## config.mk

```make
export PLATFORM = sky130hd
export DESIGN_NAME = neuron_accum_bank
export DESIGN_NICKNAME = d
export VERILOG_FILES = /design/src/rtl/neuron_pkg.sv /design/src/rtl/neuron_i_adder.sv /design/src/rtl/neuron_accum_bank.sv
export SDC_FILE = /design/constraint.sdc
export NUM_CORES = 2
export LEC_CHECK = 0
export CAP_MARGIN = 0
export CORE_ASPECT_RATIO = 1.1
export CORE_MARGIN = 5
export CORE_UTILIZATION = 45
export DETAILED_ROUTE_END_ITERATION = 10
export PLACE_DENSITY_LB_ADDON = 0.15
export SETUP_SLACK_MARGIN = 0.5
export SLEW_MARGIN = 20
export SYNTH_ARGS = -nofsm -noshare
export SYNTH_HDL_FRONTEND = slang
export SYNTH_SLANG_ARGS = --single-unit
```

## constraint.sdc

```tcl
create_clock -name clk -period 5.1 [get_ports clk]
set_input_delay 0.51 -clock clk [delete_from_list [all_inputs] [get_ports clk]]
set_output_delay 0.51 -clock clk [all_outputs]
set_load 0.02 [all_outputs]
```

## src/rtl/neuron_pkg.sv

```systemverilog
// Shared widths, neuron word types and the bank state encoding for the neuron accumulator slice.
package neuron_pkg;

  localparam int NR_WIDTH     = 56;
  localparam int NR_I_WIDTH   = 16;
  localparam int SR_SYN_WIDTH = 4;

  typedef logic [NR_WIDTH-1:0]          neuron_word_t;
  typedef logic signed [NR_I_WIDTH-1:0] neuron_i_t;

  typedef enum logic {
    ACCUM = 1'b0,
    DRAIN = 1'b1
  } accum_state_t;

endpackage

```

## src/rtl/neuron_i_adder.sv

```systemverilog
// Combinational I-field update: sign-extends a synaptic weight and adds it to the current I.
// With NEURON_ACCUM_SAT_EN the sum clamps to the signed I range and reports the clamp on sat.
module neuron_i_adder #(
  parameter int I_WIDTH = 16,
  parameter int W_WIDTH = 4
) (
  input  logic [I_WIDTH-1:0] i_old,
  input  logic [W_WIDTH-1:0] w,
`ifdef NEURON_ACCUM_SAT_EN
  output logic               sat,
`endif
  output logic [I_WIDTH-1:0] i_new
);

`ifdef NEURON_ACCUM_SAT_EN
  logic [I_WIDTH:0] sum;

  // One guard bit: overflow shows up as disagreement between the top two sum bits.
  always_comb begin
    sum   = {i_old[I_WIDTH-1], i_old} + {{(I_WIDTH+1-W_WIDTH){w[W_WIDTH-1]}}, w};
    sat   = sum[I_WIDTH] ^ sum[I_WIDTH-1];
    i_new = sum[I_WIDTH-1:0];
    if (sat) begin
      i_new = sum[I_WIDTH] ? {1'b1, {(I_WIDTH-1){1'b0}}} : {1'b0, {(I_WIDTH-1){1'b1}}};
    end
  end
`else
  always_comb begin
    i_new = i_old + {{(I_WIDTH-W_WIDTH){w[W_WIDTH-1]}}, w};
  end
`endif

endmodule

```

## src/rtl/neuron_accum_bank.sv

```systemverilog
// Bank of neuron state words: accumulates synaptic events into each word's I field and drains
// the bank in index order. Optional saturating arithmetic under NEURON_ACCUM_SAT_EN.
module neuron_accum_bank
  import neuron_pkg::*;
#(
  parameter int NR_WIDTH       = neuron_pkg::NR_WIDTH,
  parameter int NR_I_WIDTH     = neuron_pkg::NR_I_WIDTH,
  parameter int SR_SYN_WIDTH   = neuron_pkg::SR_SYN_WIDTH,
  parameter int NUM_NEURONS    = 16,
  parameter int IDX_WIDTH      = $clog2(NUM_NEURONS),
  parameter int CLEAR_ON_DRAIN = 1
) (
  input  logic                    clk,
  input  logic                    rst_n,
  input  logic                    load_valid,
  input  logic [IDX_WIDTH-1:0]    load_idx,
  input  logic [NR_WIDTH-1:0]     load_data,
  input  logic                    syn_valid,
  output logic                    syn_ready,
  input  logic [IDX_WIDTH-1:0]    syn_idx,
  input  logic [SR_SYN_WIDTH-1:0] syn_w,
  input  logic                    drain_req,
  output logic                    out_valid,
  input  logic                    out_ready,
  output logic [IDX_WIDTH-1:0]    out_idx,
  output logic [NR_WIDTH-1:0]     out_data,
  output logic                    drain_done,
`ifdef NEURON_ACCUM_SAT_EN
  output logic                    sat_flag,
`endif
  output logic                    busy
);

  localparam logic [IDX_WIDTH:0]   DEPTH    = (IDX_WIDTH+1)'(NUM_NEURONS);
  localparam logic [IDX_WIDTH-1:0] LAST_IDX = IDX_WIDTH'(NUM_NEURONS - 1);

  accum_state_t state, state_nxt;

  logic [NR_WIDTH-1:0]   bank [NUM_NEURONS];
  logic [IDX_WIDTH-1:0]  cnt;
  logic                  syn_in_range, load_in_range;
  logic                  syn_hit, load_hit, out_fire;
  logic [NR_I_WIDTH-1:0] i_cur, i_sum;
`ifdef NEURON_ACCUM_SAT_EN
  logic                  sat_now;
`endif

  always_ff @(posedge clk or negedge rst_n) begin
    if (!rst_n) state <= ACCUM;
    else        state <= state_nxt;
  end

  always_comb begin
    state_nxt = state;
    syn_ready = 1'b0;
    out_valid = 1'b0;
    busy      = 1'b0;
    case (state)
      ACCUM: begin
        syn_ready = !load_valid;
        if (drain_req) state_nxt = DRAIN;
      end
      DRAIN: begin
        out_valid = 1'b1;
        busy      = 1'b1;
        if (out_ready && (cnt == LAST_IDX)) state_nxt = ACCUM;
      end
      default: state_nxt = ACCUM;
    endcase
  end

  always_comb begin
    syn_in_range  = ({1'b0, syn_idx} < DEPTH);
    load_in_range = ({1'b0, load_idx} < DEPTH);
    syn_hit       = syn_valid && syn_ready && syn_in_range;
    load_hit      = (state == ACCUM) && load_valid && load_in_range;
    out_fire      = out_valid && out_ready;
    i_cur         = syn_in_range ? bank[syn_idx][NR_I_WIDTH-1:0] : '0;
    out_idx       = cnt;
    out_data      = bank[cnt];
  end

  neuron_i_adder #(
    .I_WIDTH(NR_I_WIDTH),
    .W_WIDTH(SR_SYN_WIDTH)
  ) u_adder (
    .i_old(i_cur),
    .w    (syn_w),
`ifdef NEURON_ACCUM_SAT_EN
    .sat  (sat_now),
`endif
    .i_new(i_sum)
  );

  // Loads and events are only possible in ACCUM, clears only in DRAIN, so the writes never collide.
  always_ff @(posedge clk or negedge rst_n) begin
    if (!rst_n) begin
      for (int unsigned k = 0; k < NUM_NEURONS; k++) bank[k] <= '0;
    end else begin
      if (load_hit) begin
        bank[load_idx] <= load_data;
      end else if (syn_hit) begin
        bank[syn_idx][NR_I_WIDTH-1:0] <= i_sum;
      end
      if (out_fire && (CLEAR_ON_DRAIN != 0)) begin
        bank[cnt][NR_I_WIDTH-1:0] <= '0;
      end
    end
  end

  always_ff @(posedge clk or negedge rst_n) begin
    if (!rst_n) begin
      cnt        <= '0;
      drain_done <= 1'b0;
`ifdef NEURON_ACCUM_SAT_EN
      sat_flag   <= 1'b0;
`endif
    end else begin
      drain_done <= out_fire && (cnt == LAST_IDX);
      if (out_fire) cnt <= (cnt == LAST_IDX) ? '0 : cnt + 1'b1;
`ifdef NEURON_ACCUM_SAT_EN
      sat_flag   <= syn_hit && sat_now;
`endif
    end
  end

endmodule

```

==> flow_summary.toml <==
[timing]
fmax_mhz = 229
worstMarginPinSlew_ps = 1140
fin_crit_sh = 0.857
period_needed_ps = 4370
tns_ps = 0
hold_viol_final = 0
report.final.slew_viol_count = 0
final-setup-viol-count = 0
finalClockSkew_ps = 38.4
max_slew_margin = 0.240
rsz0062_at_grt = "false"

[synth]
async_flop_share = 1.00
ys_ff_latch = 902
ys_types = 55
avgSynthCellArea_um2 = 12.4
synth_top_cell_by_area = "dfrtp_1"
syn_inst = 3722
ys_top_cells_by_area = "dfrtp_1 (49%), mux4_2 (18%), mux2_2 (12%)"
synth_area_um2 = 46100
synth_top_area_frac = 0.490
synth-main-ff-cell = "dfrtp_1"
yosys_warnings = 0
ys_seq_area_frac = 0.490
synth_edf_count = 0
syn_nets = 3816

[routing]
wl_met1_um = 61200
viasPerCell = 6.23
ant_nets = 0
drc = 0
top_layer = "met5"
drtIter0Drc = 3248
via_count = 32400
routed-wl-met2_um = 68400
dr_wl_met3_um = 9270
post_drt_wl_per_cell_um = 27.8
drt-pass1-iter-count = 6
drt-total-wl_um = 144000

[cells_and_area]
nFillCells = 8802
stdcell_count = 5192
layout-drive-gt1-share = 0.307
final_cell_mix = "dfrtp_1 (898), nand2_1 (709), mux2_2 (472)"
synthToLayoutAreaGrowth_pct = 14.3
final_common_cell = "dfrtp_1"
nets = 3827

[grt]
grt_pass1_wl_um = 221000
antenna_found_initial = 7
gr-total-overflow = 0
grt_pass1_vias = 33200
grt_usage = 0.265
grt_max_degree = 160

[setup_path]
crit_arrival_ps = 3860
crit_family = "multiplexers"
crit_path_start_kind = "flop"
critPathRequiredTime_ps = 4590
end_kind = "output pin"
crit_chain = "buf_4, mux4_2, mux4_2, clkdlybuf4s50_1"
worst_path_largest_cell_delay_ps = 980
crit_type = "flop to output pin"
slowest_stage = "dfrtp_4"
crit_buf_inv = 2
critPathMaxFanout = 31
cp_common_cell = "mux4_2"

[power]
ir_drop_mv = 0.272
power.switching_uw = 8150
power.leakage_uw = 0.0244
p_seq_frac = 0.389
power.share.switching = 0.330
p_clk_frac = 0.316
powerDensity_nw_per_um2 = 469
power_frac_comb = 0.295
power.internal_uw = 16600

[floorplanning]
die_width_um = 315
rows = 123
die-area_um2 = 109000
initial_core_util = 0.452
core_area_um2 = 102000
die_y_um = 346
io_pins = 138

[cts]
clkTransAtPathRegs_ps = 60
cts_buffers = 100
clk_latency_ps = 710
cts_tree = "yes"
cts_setup_buffers = 0
cts_sinks = 902
clock_path_buffers = 3
cts_resized = 0
hold_buffers = 1
cts-root-buf = "clkbuf_16"
h-tree-depth = 3

[job]
maxCapViolations = 0

[placed_design]
io_buffers = 137
routabilityCongestion = 0.924
post-dp-hpwl_um = 89400
post-place-cells = 5005

[hold_path]
min_path_type = "primary input to flop"

[run_status]
status = "complete, no violations"
stage by stage:
step	setup slack (ps)	total power [uW]	instance area (um^2)	utilization	hold slack, ps
final	728	24700	52700	0.516	423
after global routing	567	25800	52700	0.516	414
after CTS	642	24900	52700	0.516	398
after detailed placement	480	17000	49100	0.481	458
after global placement	437	16900	49100	0.481	452
after floorplan	594	14300	46100	-	214
path summary, 6_finish.rpt:
| path | from | end | slack, ps | cells past startpoint |
|---|---|---|---|---|
| worst max register to register | bank[672]$_DFF_PN0_ | bank[124]$_DFF_PN0_ | 1110 | 12 |
| max in group asynchronous | rst_n | asynchronous set/reset pin | 3260 | 3 |
| min in group asynchronous | rst_n | bank[618]$_DFF_PN0_ | 430 | 2 |
| worst min-delay path | drain_req | state$_DFF_PN0_ | 420 | 3 |
| worst min register to register | flop | flop | 470 | 2 |
| worst max-delay path | out_idx[0]$_DFFE_PN0P_ | out_data[21] | 730 | 4 |
worst reg2reg max path, delay by kind of cell (launching register included):
family	cells	cell delay, ps
buffers and inverters	1	260
multiplexers	2	1010
AO/OA/AOI/OAI	5	1290
AND/OR/NAND/NOR	1	90
XOR/XNOR	1	160
adder cells (fa/ha/maj)	2	700
flip-flops	1	390
Yosys cell counts (all sizes together) (7+ instances only):
cell and n:
dfrtp 902, nand2 721, mux2 472, mux4 360, clkbuf 225, a21oi 180
nor2 175, o221ai 124, buf 123, a211oi 117, mux2i 65, o21ai 57
ha 19, o22ai 19, a221oi 17, a31oi 15, and3 15, nor3 15
a21o 10, nand2b 10, nand3 10, xor2 10, inv 8, or2 7
area by class of cell:
type                       count  area [um^2]  area share
timing repair buffer         257         2500      0.0475
sequential                   902        22600       0.429
inverter                       8         30.0    0.000570
multi-input combinational   2464        22300       0.423
clock buffer                 144         2970      0.0564
clock inverter                39          592      0.0112
tap                         1375         1720      0.0327
antenna                        3         7.51    0.000142
routing by layer:
| layer | vias up | track usage |
|---|---|---|
| met3 | 294 | 0.0425 |
| met4 | 4 | 0.0933 |
| li1 | 13800 | - |
| met2 | 1220 | 0.422 |
| met1 | 17000 | 0.373 |
| met5 | - | 0 |
logic make-up after synthesis:
| kind of cell | synth area share |
|---|---|
| flip-flops | 0.490 |
| multiplexers | 0.305 |
| XOR/XNOR | 0.00342 |
| AND/OR/NAND/NOR | 0.0848 |
| AO/OA/AOI/OAI | 0.0809 |
| buffers and inverters | 0.0300 |
| adder cells (fa/ha/maj) | 0.00559 |
power groups by stage:
stage | combinational [uW] | clock [uW] | sequential, uW
finish | 7290 | 7810 | 9620
global placement | 7200 | 0 | 9670
detailed placement | 7290 | 0 | 9700
global route | 7840 | 8220 | 9770
floorplan | 5270 | 0 | 9020
CTS | 7310 | 7950 | 9590
(Power assumes the default switching activity.)
